[config.mk]
export PLATFORM = sky130hd
export DESIGN_NAME = irrigation_zone_controller_flat
export DESIGN_NICKNAME = d
export VERILOG_FILES = /design/src/rtl/irrigation_zone_controller_if.sv /design/src/rtl/irrigation_zone_controller.sv /design/src/flat_wrapper.sv
export SDC_FILE = /design/constraint.sdc
export NUM_CORES = 1
export LEC_CHECK = 0
export CAP_MARGIN = 20
export CORE_ASPECT_RATIO = 1.2
export CORE_UTILIZATION = 49
export DETAILED_ROUTE_END_ITERATION = 12
export PLACE_DENSITY = 0.75
export RECOVER_POWER = 25
export SLEW_MARGIN = 0
export SYNTH_ARGS = -nofsm -noshare
export SYNTH_HDL_FRONTEND = slang
export SYNTH_SLANG_ARGS = --single-unit
[constraint.sdc]
create_clock -name clock -period 2 [get_ports clock]
set_input_delay 0.4 -clock clock [delete_from_list [all_inputs] [get_ports clock]]
set_output_delay 0.4 -clock clock [all_outputs]
set_load 0.005 [all_outputs]
[src/rtl/irrigation_zone_controller_if.sv]
// Signal bundle between the raw field sensors / operator panel and the
// irrigation zone controller. The controller uses the slave view. The
// field side, or a bench that stands in for it, uses the master view.
interface irrigation_zone_controller_if #(
  parameter int ZONES = 4
);
  localparam int ZW = (ZONES > 1) ? $clog2(ZONES) : 1;

  // Raw tank level sensors, climate sensors and operator acknowledge
  logic             highLevel;
  logic             mediumLevel;
  logic             lowLevel;
  logic             temperatura;
  logic             umidadeAr;
  logic [ZONES-1:0] umidadeSolo;
  logic             alarmeAck;

  // Valve drivers and status
  logic             alarme;
  logic             erroSensor;
  logic             valvulaEntrada;
  logic [ZONES-1:0] gotejamento;
  logic [ZONES-1:0] aspersao;
  logic [ZW-1:0]    zonaAtiva;
  logic             ocupado;

  modport master (
    output highLevel, mediumLevel, lowLevel, temperatura, umidadeAr,
           umidadeSolo, alarmeAck,
    input  alarme, erroSensor, valvulaEntrada, gotejamento, aspersao,
           zonaAtiva, ocupado
  );

  modport slave (
    input  highLevel, mediumLevel, lowLevel, temperatura, umidadeAr,
           umidadeSolo, alarmeAck,
    output alarme, erroSensor, valvulaEntrada, gotejamento, aspersao,
           zonaAtiva, ocupado
  );
endinterface

[src/rtl/irrigation_zone_controller.sv]
// Multi-zone irrigation controller. It debounces the tank level sensors
// and latches the tank alarm until an operator acknowledge arrives while
// the levels are sane. It runs the tank inlet valve with hysteresis and
// waters one soil zone at a time in round-robin order. Each zone gets a
// timed drip or spray interval followed by a mandatory rest.
module irrigation_zone_controller #(
  parameter int ZONES      = 4,
  parameter int DEBOUNCE   = 4,
  parameter int DRIP_TIME  = 16,
  parameter int SPRAY_TIME = 8,
  parameter int REST_TIME  = 8,
  parameter int CNT_W      = 8
) (
  input  logic                        clock,
  input  logic                        reset,
  irrigation_zone_controller_if.slave bus
);

  localparam int ZW = (ZONES > 1) ? $clog2(ZONES) : 1;
  localparam int DW = (DEBOUNCE > 1) ? $clog2(DEBOUNCE + 1) : 1;

  typedef enum logic [1:0] {
    IDLE  = 2'd0,
    WATER = 2'd1,
    REST  = 2'd2
  } state_t;

  // Level vectors are packed as {high, medium, low}
  logic [2:0]    rawLevel;
  logic [2:0]    level_q;
  logic [2:0]    level_d;
  logic [DW-1:0] dbCnt_q [3];
  logic [DW-1:0] dbCnt_d [3];

  logic levH;
  logic levM;
  logic levL;
  logic erro;
  logic cond;

  logic alarme_q;
  logic alarme_d;
  logic erroSensor_q;
  logic valvulaEntrada_q;
  logic valvulaEntrada_d;

  state_t           state_q;
  logic [CNT_W-1:0] timer_q;
  logic [ZW-1:0]    ptr_q;
  logic [ZW-1:0]    zonaAtiva_q;
  logic [ZONES-1:0] gotejamento_q;
  logic [ZONES-1:0] aspersao_q;
  logic             ocupado_q;

  logic          found;
  logic [ZW-1:0] pick;
  logic          sprayMode;
  logic          wetNow;
  logic [ZW-1:0] nextPtr;

  assign rawLevel = {bus.highLevel, bus.mediumLevel, bus.lowLevel};

  // Debounce next state: a level flips only after DEBOUNCE consecutive disagreeing samples
  always_comb begin
    level_d = level_q;
    for (int i = 0; i < 3; i++) begin
      dbCnt_d[i] = '0;
      if (rawLevel[i] != level_q[i]) begin
        if (dbCnt_q[i] == DW'(DEBOUNCE - 1)) begin
          level_d[i] = rawLevel[i];
        end else begin
          dbCnt_d[i] = dbCnt_q[i] + 1'b1;
        end
      end
    end
  end

  // Debounce registers; a full tank is assumed out of reset
  always_ff @(posedge clock) begin
    if (reset) begin
      level_q <= 3'b111;
      for (int i = 0; i < 3; i++) begin
        dbCnt_q[i] <= '0;
      end
    end else begin
      level_q <= level_d;
      for (int i = 0; i < 3; i++) begin
        dbCnt_q[i] <= dbCnt_d[i];
      end
    end
  end

  assign levH = level_q[2];
  assign levM = level_q[1];
  assign levL = level_q[0];
  assign erro = (levH & ~levM) | (levM & ~levL);
  assign cond = erro | ~levL;

  // Alarm latch and inlet valve hysteresis next state
  always_comb begin
    alarme_d = cond | (alarme_q & ~bus.alarmeAck);
    valvulaEntrada_d = valvulaEntrada_q;
    if (levH | erro) begin
      valvulaEntrada_d = 1'b0;
    end else if (~levM) begin
      valvulaEntrada_d = 1'b1;
    end
  end

  // Tank supervision registers
  always_ff @(posedge clock) begin
    if (reset) begin
      alarme_q         <= 1'b0;
      erroSensor_q     <= 1'b0;
      valvulaEntrada_q <= 1'b0;
    end else begin
      alarme_q         <= alarme_d;
      erroSensor_q     <= erro;
      valvulaEntrada_q <= valvulaEntrada_d;
    end
  end

  // Round-robin search from ptr for the first dry zone; scanning backwards lets the nearest one win
  always_comb begin
    int idx;
    found = 1'b0;
    pick  = ptr_q;
    idx   = 0;
    for (int i = ZONES - 1; i >= 0; i--) begin
      idx = int'(ptr_q) + i;
      if (idx >= ZONES) begin
        idx = idx - ZONES;
      end
      if (!bus.umidadeSolo[idx]) begin
        found = 1'b1;
        pick  = ZW'(idx);
      end
    end
  end

  assign sprayMode = ~bus.umidadeAr | (~bus.temperatura & levM);
  assign wetNow    = bus.umidadeSolo[zonaAtiva_q];
  assign nextPtr   = (zonaAtiva_q == ZW'(ZONES - 1)) ? '0 : zonaAtiva_q + 1'b1;

  // Watering sequencer: IDLE picks a zone, WATER runs the timed valve, REST enforces the pause
  always_ff @(posedge clock) begin
    if (reset) begin
      state_q       <= IDLE;
      timer_q       <= '0;
      ptr_q         <= '0;
      zonaAtiva_q   <= '0;
      gotejamento_q <= '0;
      aspersao_q    <= '0;
      ocupado_q     <= 1'b0;
    end else begin
      case (state_q)
        IDLE: begin
          if (!alarme_q && found) begin
            state_q     <= WATER;
            zonaAtiva_q <= pick;
            ocupado_q   <= 1'b1;
            if (sprayMode) begin
              timer_q    <= CNT_W'(SPRAY_TIME);
              aspersao_q <= ZONES'(1) << pick;
            end else begin
              timer_q       <= CNT_W'(DRIP_TIME);
              gotejamento_q <= ZONES'(1) << pick;
            end
          end
        end
        WATER: begin
          if ((timer_q == CNT_W'(1)) || wetNow || alarme_q) begin
            state_q       <= REST;
            timer_q       <= CNT_W'(REST_TIME);
            gotejamento_q <= '0;
            aspersao_q    <= '0;
          end else begin
            timer_q <= timer_q - 1'b1;
          end
        end
        REST: begin
          if (timer_q == CNT_W'(1)) begin
            state_q   <= IDLE;
            ptr_q     <= nextPtr;
            ocupado_q <= 1'b0;
          end else begin
            timer_q <= timer_q - 1'b1;
          end
        end
        default: begin
          state_q       <= IDLE;
          gotejamento_q <= '0;
          aspersao_q    <= '0;
          ocupado_q     <= 1'b0;
        end
      endcase
    end
  end

  assign bus.alarme         = alarme_q;
  assign bus.erroSensor     = erroSensor_q;
  assign bus.valvulaEntrada = valvulaEntrada_q;
  assign bus.gotejamento    = gotejamento_q;
  assign bus.aspersao       = aspersao_q;
  assign bus.zonaAtiva      = zonaAtiva_q;
  assign bus.ocupado        = ocupado_q;

endmodule

[src/flat_wrapper.sv]
// flat-port wrapper written by rule: the top's interface ports become plain ports
module irrigation_zone_controller_flat 
#(
  parameter int ZONES      = 4,
  parameter int DEBOUNCE   = 4,
  parameter int DRIP_TIME  = 16,
  parameter int SPRAY_TIME = 8,
  parameter int REST_TIME  = 8,
  parameter int CNT_W      = 8
)
  (clock, reset, bus_highLevel, bus_mediumLevel, bus_lowLevel, bus_temperatura, bus_umidadeAr, bus_umidadeSolo, bus_alarmeAck, bus_alarme, bus_erroSensor, bus_valvulaEntrada, bus_gotejamento, bus_aspersao, bus_zonaAtiva, bus_ocupado);
  irrigation_zone_controller_if #(.ZONES(ZONES)) bus_i ();
  input  logic clock;
  input  logic reset;
  input wire logic [$bits(bus_i.highLevel)-1:0] bus_highLevel;
  input wire logic [$bits(bus_i.mediumLevel)-1:0] bus_mediumLevel;
  input wire logic [$bits(bus_i.lowLevel)-1:0] bus_lowLevel;
  input wire logic [$bits(bus_i.temperatura)-1:0] bus_temperatura;
  input wire logic [$bits(bus_i.umidadeAr)-1:0] bus_umidadeAr;
  input wire logic [$bits(bus_i.umidadeSolo)-1:0] bus_umidadeSolo;
  input wire logic [$bits(bus_i.alarmeAck)-1:0] bus_alarmeAck;
  output wire logic [$bits(bus_i.alarme)-1:0] bus_alarme;
  output wire logic [$bits(bus_i.erroSensor)-1:0] bus_erroSensor;
  output wire logic [$bits(bus_i.valvulaEntrada)-1:0] bus_valvulaEntrada;
  output wire logic [$bits(bus_i.gotejamento)-1:0] bus_gotejamento;
  output wire logic [$bits(bus_i.aspersao)-1:0] bus_aspersao;
  output wire logic [$bits(bus_i.zonaAtiva)-1:0] bus_zonaAtiva;
  output wire logic [$bits(bus_i.ocupado)-1:0] bus_ocupado;
  assign bus_i.highLevel = bus_highLevel;
  assign bus_i.mediumLevel = bus_mediumLevel;
  assign bus_i.lowLevel = bus_lowLevel;
  assign bus_i.temperatura = bus_temperatura;
  assign bus_i.umidadeAr = bus_umidadeAr;
  assign bus_i.umidadeSolo = bus_umidadeSolo;
  assign bus_i.alarmeAck = bus_alarmeAck;
  assign bus_alarme = bus_i.alarme;
  assign bus_erroSensor = bus_i.erroSensor;
  assign bus_valvulaEntrada = bus_i.valvulaEntrada;
  assign bus_gotejamento = bus_i.gotejamento;
  assign bus_aspersao = bus_i.aspersao;
  assign bus_zonaAtiva = bus_i.zonaAtiva;
  assign bus_ocupado = bus_i.ocupado;
  irrigation_zone_controller #(.ZONES(ZONES), .DEBOUNCE(DEBOUNCE), .DRIP_TIME(DRIP_TIME), .SPRAY_TIME(SPRAY_TIME), .REST_TIME(REST_TIME), .CNT_W(CNT_W)) u_core (.clock(clock), .reset(reset), .bus(bus_i));
endmodule
==> results.yml <==
run_status:
  status: "finished, final reports clean"
power_and_ir_drop:
  switching_power_w: 0.000849
  combPwrFrac_pct: 41.5
  p_int_w: 0.00159
  leakage_nw: 1.08
  clkPwrFrac_pct: 21.2
  p_seq_share_pct: 37.3
  p_per_area_nw_per_um2: 938
  p_sw_share_pct: 34.8
  ir_drop_v: 0.000668
sta:
  setup_viol: 0
  slew_headroom_pct: 69.9
  skew_ns: 0.00738
  fin_crit_ns: 1.97
  setup_ws_ns: 0.0317
  fin_crit_sh_pct: 98.4
  finalSetupTns_ns: 0
  tightestPinTransition_ns: 0.446
  finalMaxSlewViolations: 0
  fmax_ghz: 0.508
  hold_viol: 0
  grt_setup_unrepaired: "yes"
clock_tree:
  cts.path.max_buffers: 2
  cts.clk_slew.worst_paths_ns: 0.08
  clock_latency_ns: 0.30
  cts_inserted_buffers: 5
  htree_levels: 2
  hold_buffers: 0
  cts.sinks: 38
  root_buffer: "clkbuf_8"
  cts_tree: "built"
finish:
  finalInstanceArea_sq_um: 2600
  fill_cells: 337
  layout-drive-gt1-share_pct: 19.2
  multiInputGateArea_sq_um: 1150
  area_delta_synth_final_pct: 32.5
  fin_cells: 323
  n_antenna_cell: 0
  seq_area_sq_um: 762
  postLayoutCoreUtil_pct: 69.9
  nNetsFinal: 296
placement:
  hpwl_um: 3220
  dpl_worst_slack_ns: -0.466
  place_inst: 314
  io_buffer_count: 25
  place_area_sq_um: 2480
  place_congestion: 0.851
grt:
  grt_max_degree: 18
  gr-total-overflow: 0
  grt_first_pass_wirelength_um: 7000
  first_global_vias: 1595
  antenna_found_initial: 0
  track_usage_pct: 21.8
flow_run:
  maxCapViolations: 0
die:
  dieHeight_um: 71.4
  core.rowCount: 24
  initial_core_util_pct: 52.8
  die_w_um: 59.8
  ioPinCount: 26
  core-area_sq_um: 3720
  dieArea_sq_um: 4270
setup_path:
  start_kind: "register"
  worstSetupPathType: "register to register"
  end_kind: "register"
  cp_max_fo: 5
  required_ns: 2.21
  crit_arrival_ns: 2.18
logic_synthesis:
  yosys_most_used_dff: "dfxtp_1"
  ys_warn_count: 0
  yosysSeqAreaShare_pct: 38.7
  yosysUniqueCellTypes: 50
  syn-num-nets: 237
  synth_edf_count: 0
  syn_avg_cell_area_sq_um: 9.27
  syn-cell-area_sq_um: 1970
  synthTopCellsByCount: "dfxtp_1, nor2_1, nand2_1"
  netlist.area_leader.share_pct: 38.7
  synth-seq-cells: 38
  yosysTopAreaCell: "dfxtp_1"
  async_flop_share_pct: 0
  yosysMostFrequentCell: "dfxtp_1"
  synth_area_leaders: "dfxtp_1, ha_1, mux2i_1, nor2_1, nand2_1"
  netlist_instances: 212
routing:
  first_iter_violations: 48
  drc: 0
  finalWirelength_um: 4180
  drt-wirelength-per-cell_um: 12.9
  antenna_left: 0
  viasPerCell: 5.28
  dr.pass1.iters: 4
  num_vias: 1704
worst_hold_path:
  hold_path_class: "register to register"
state kept, by name, summed over array words and instances (netlist names):
name	flops
u_core.level_q	3
u_core.bus.alarme	1
u_core.bus.erroSensor	1
u_core.dbCnt_q	9
u_core.bus.valvulaEntrada	1
u_core.state_q	2
u_core.ptr_q	2
u_core.bus.aspersao	4
u_core.bus.ocupado	1
u_core.timer_q	8
u_core.bus.gotejamento	4
u_core.bus.zonaAtiva	2
worst max-delay path, stage by stage, from the launching register on:
cell and delay (ns):
dfxtp_2 0.35, mux4_2 0.53, buf_6 0.14, a211oi_4 0.18, o21ai_2 0.08, or3_4 0.37, o31ai_1 0.23
logic make-up after synthesis:
logic type	Yosys count	share of synthesized area (%)
and+or+nand+nor	72	18.5
buffers and inverters	20	4.20
DFF	38	38.7
xor gates and xnor gates	4	1.78
AOI/OAI and AO/OA	51	20.8
muxes	14	7.77
adders and majority gates	13	8.28
path summary, 6_finish.rpt:
check	startpoint	endpoint	slack [ns]	cells after the start
setup / recovery	u_core.bus.zonaAtiva[0]$_SDFFE_PP0P_	u_core.timer_q[7]$_SDFFE_PP0P_	0.03	6
hold reg to reg	u_core.dbCnt_q[0][6]$_SDFF_PP0_	u_core.dbCnt_q[0][6]$_SDFF_PP0_	0.42	1
setup reg to reg	u_core.bus.zonaAtiva[0]$_SDFFE_PP0P_	u_core.timer_q[7]$_SDFFE_PP0P_	0.03	6
hold / removal	u_core.dbCnt_q[0][6]$_SDFF_PP0_	u_core.dbCnt_q[0][6]$_SDFF_PP0_	0.42	1
power groups by stage:
stage	Clock [W]	Combinational, W	Sequential (W)
floorplan	0	0.000591	0.000922
global placement	0	0.000971	0.000923
detailed placement	0	0.000983	0.000926
CTS	0.000530	0.00101	0.000908
global route	0.000558	0.00112	0.000922
finish	0.000517	0.00101	0.000911
per-layer routing:
metal	GRT usage (%)	share of wire, %	vias to the layer above	wire (um)
li1	-	-	888	-
met1	28.1	48	787	2010
met2	34.7	47	24	1970
met3	4.51	2.8	5	119
met4	9.30	1.9	0	78
met5	0	0	-	0
layout by cell type, fill, tap and decap left out, drive strengths merged, types with 4 or more instances in the layout:
| cell type | instances |
|---|---|
| nand2 | 16 |
| inv | 15 |
| or3 | 7 |
| o21ai | 9 |
| nor2 | 24 |
| clkbuf | 7 |
| a211oi | 5 |
| nor3 | 5 |
| clkdlybuf4s50 | 20 |
| dfxtp | 38 |
| buf | 30 |
| mux2i | 13 |
| a21oi | 10 |
| xnor2 | 4 |
| nand2b | 5 |
| ha | 13 |
| dlygate4sd2 | 4 |
stage by stage:
stage          hold slack [ns]  power (W)
3_3_place_gp             0.408    0.00189
4_1_cts                  0.423    0.00244
3_5_place_dp             0.410    0.00191
2_1_floorplan            0.399    0.00151
6_report                 0.420    0.00244
5_1_grt                  0.433    0.00260
area by class of cell:
| cell class | count | area share [%] |
|---|---|---|
| clock buffers | 5 | 2.64 |
| clock inverters | 2 | 0.577 |
| inverters | 15 | 2.16 |
| multi-input cells | 154 | 44.2 |
| flip-flops and latches | 38 | 29.3 |
| well taps | 52 | 2.50 |
| repair buffers | 57 | 18.6 |
timing repair:
item,in CTS,in global routing
pin swaps,5,7
hold endpoints to repair,0,0
buffers inserted,1,1
gates resized for setup,8,6
endpoints found under the setup margin,14,11
Note: power is estimated with default switching activity, not from simulation.
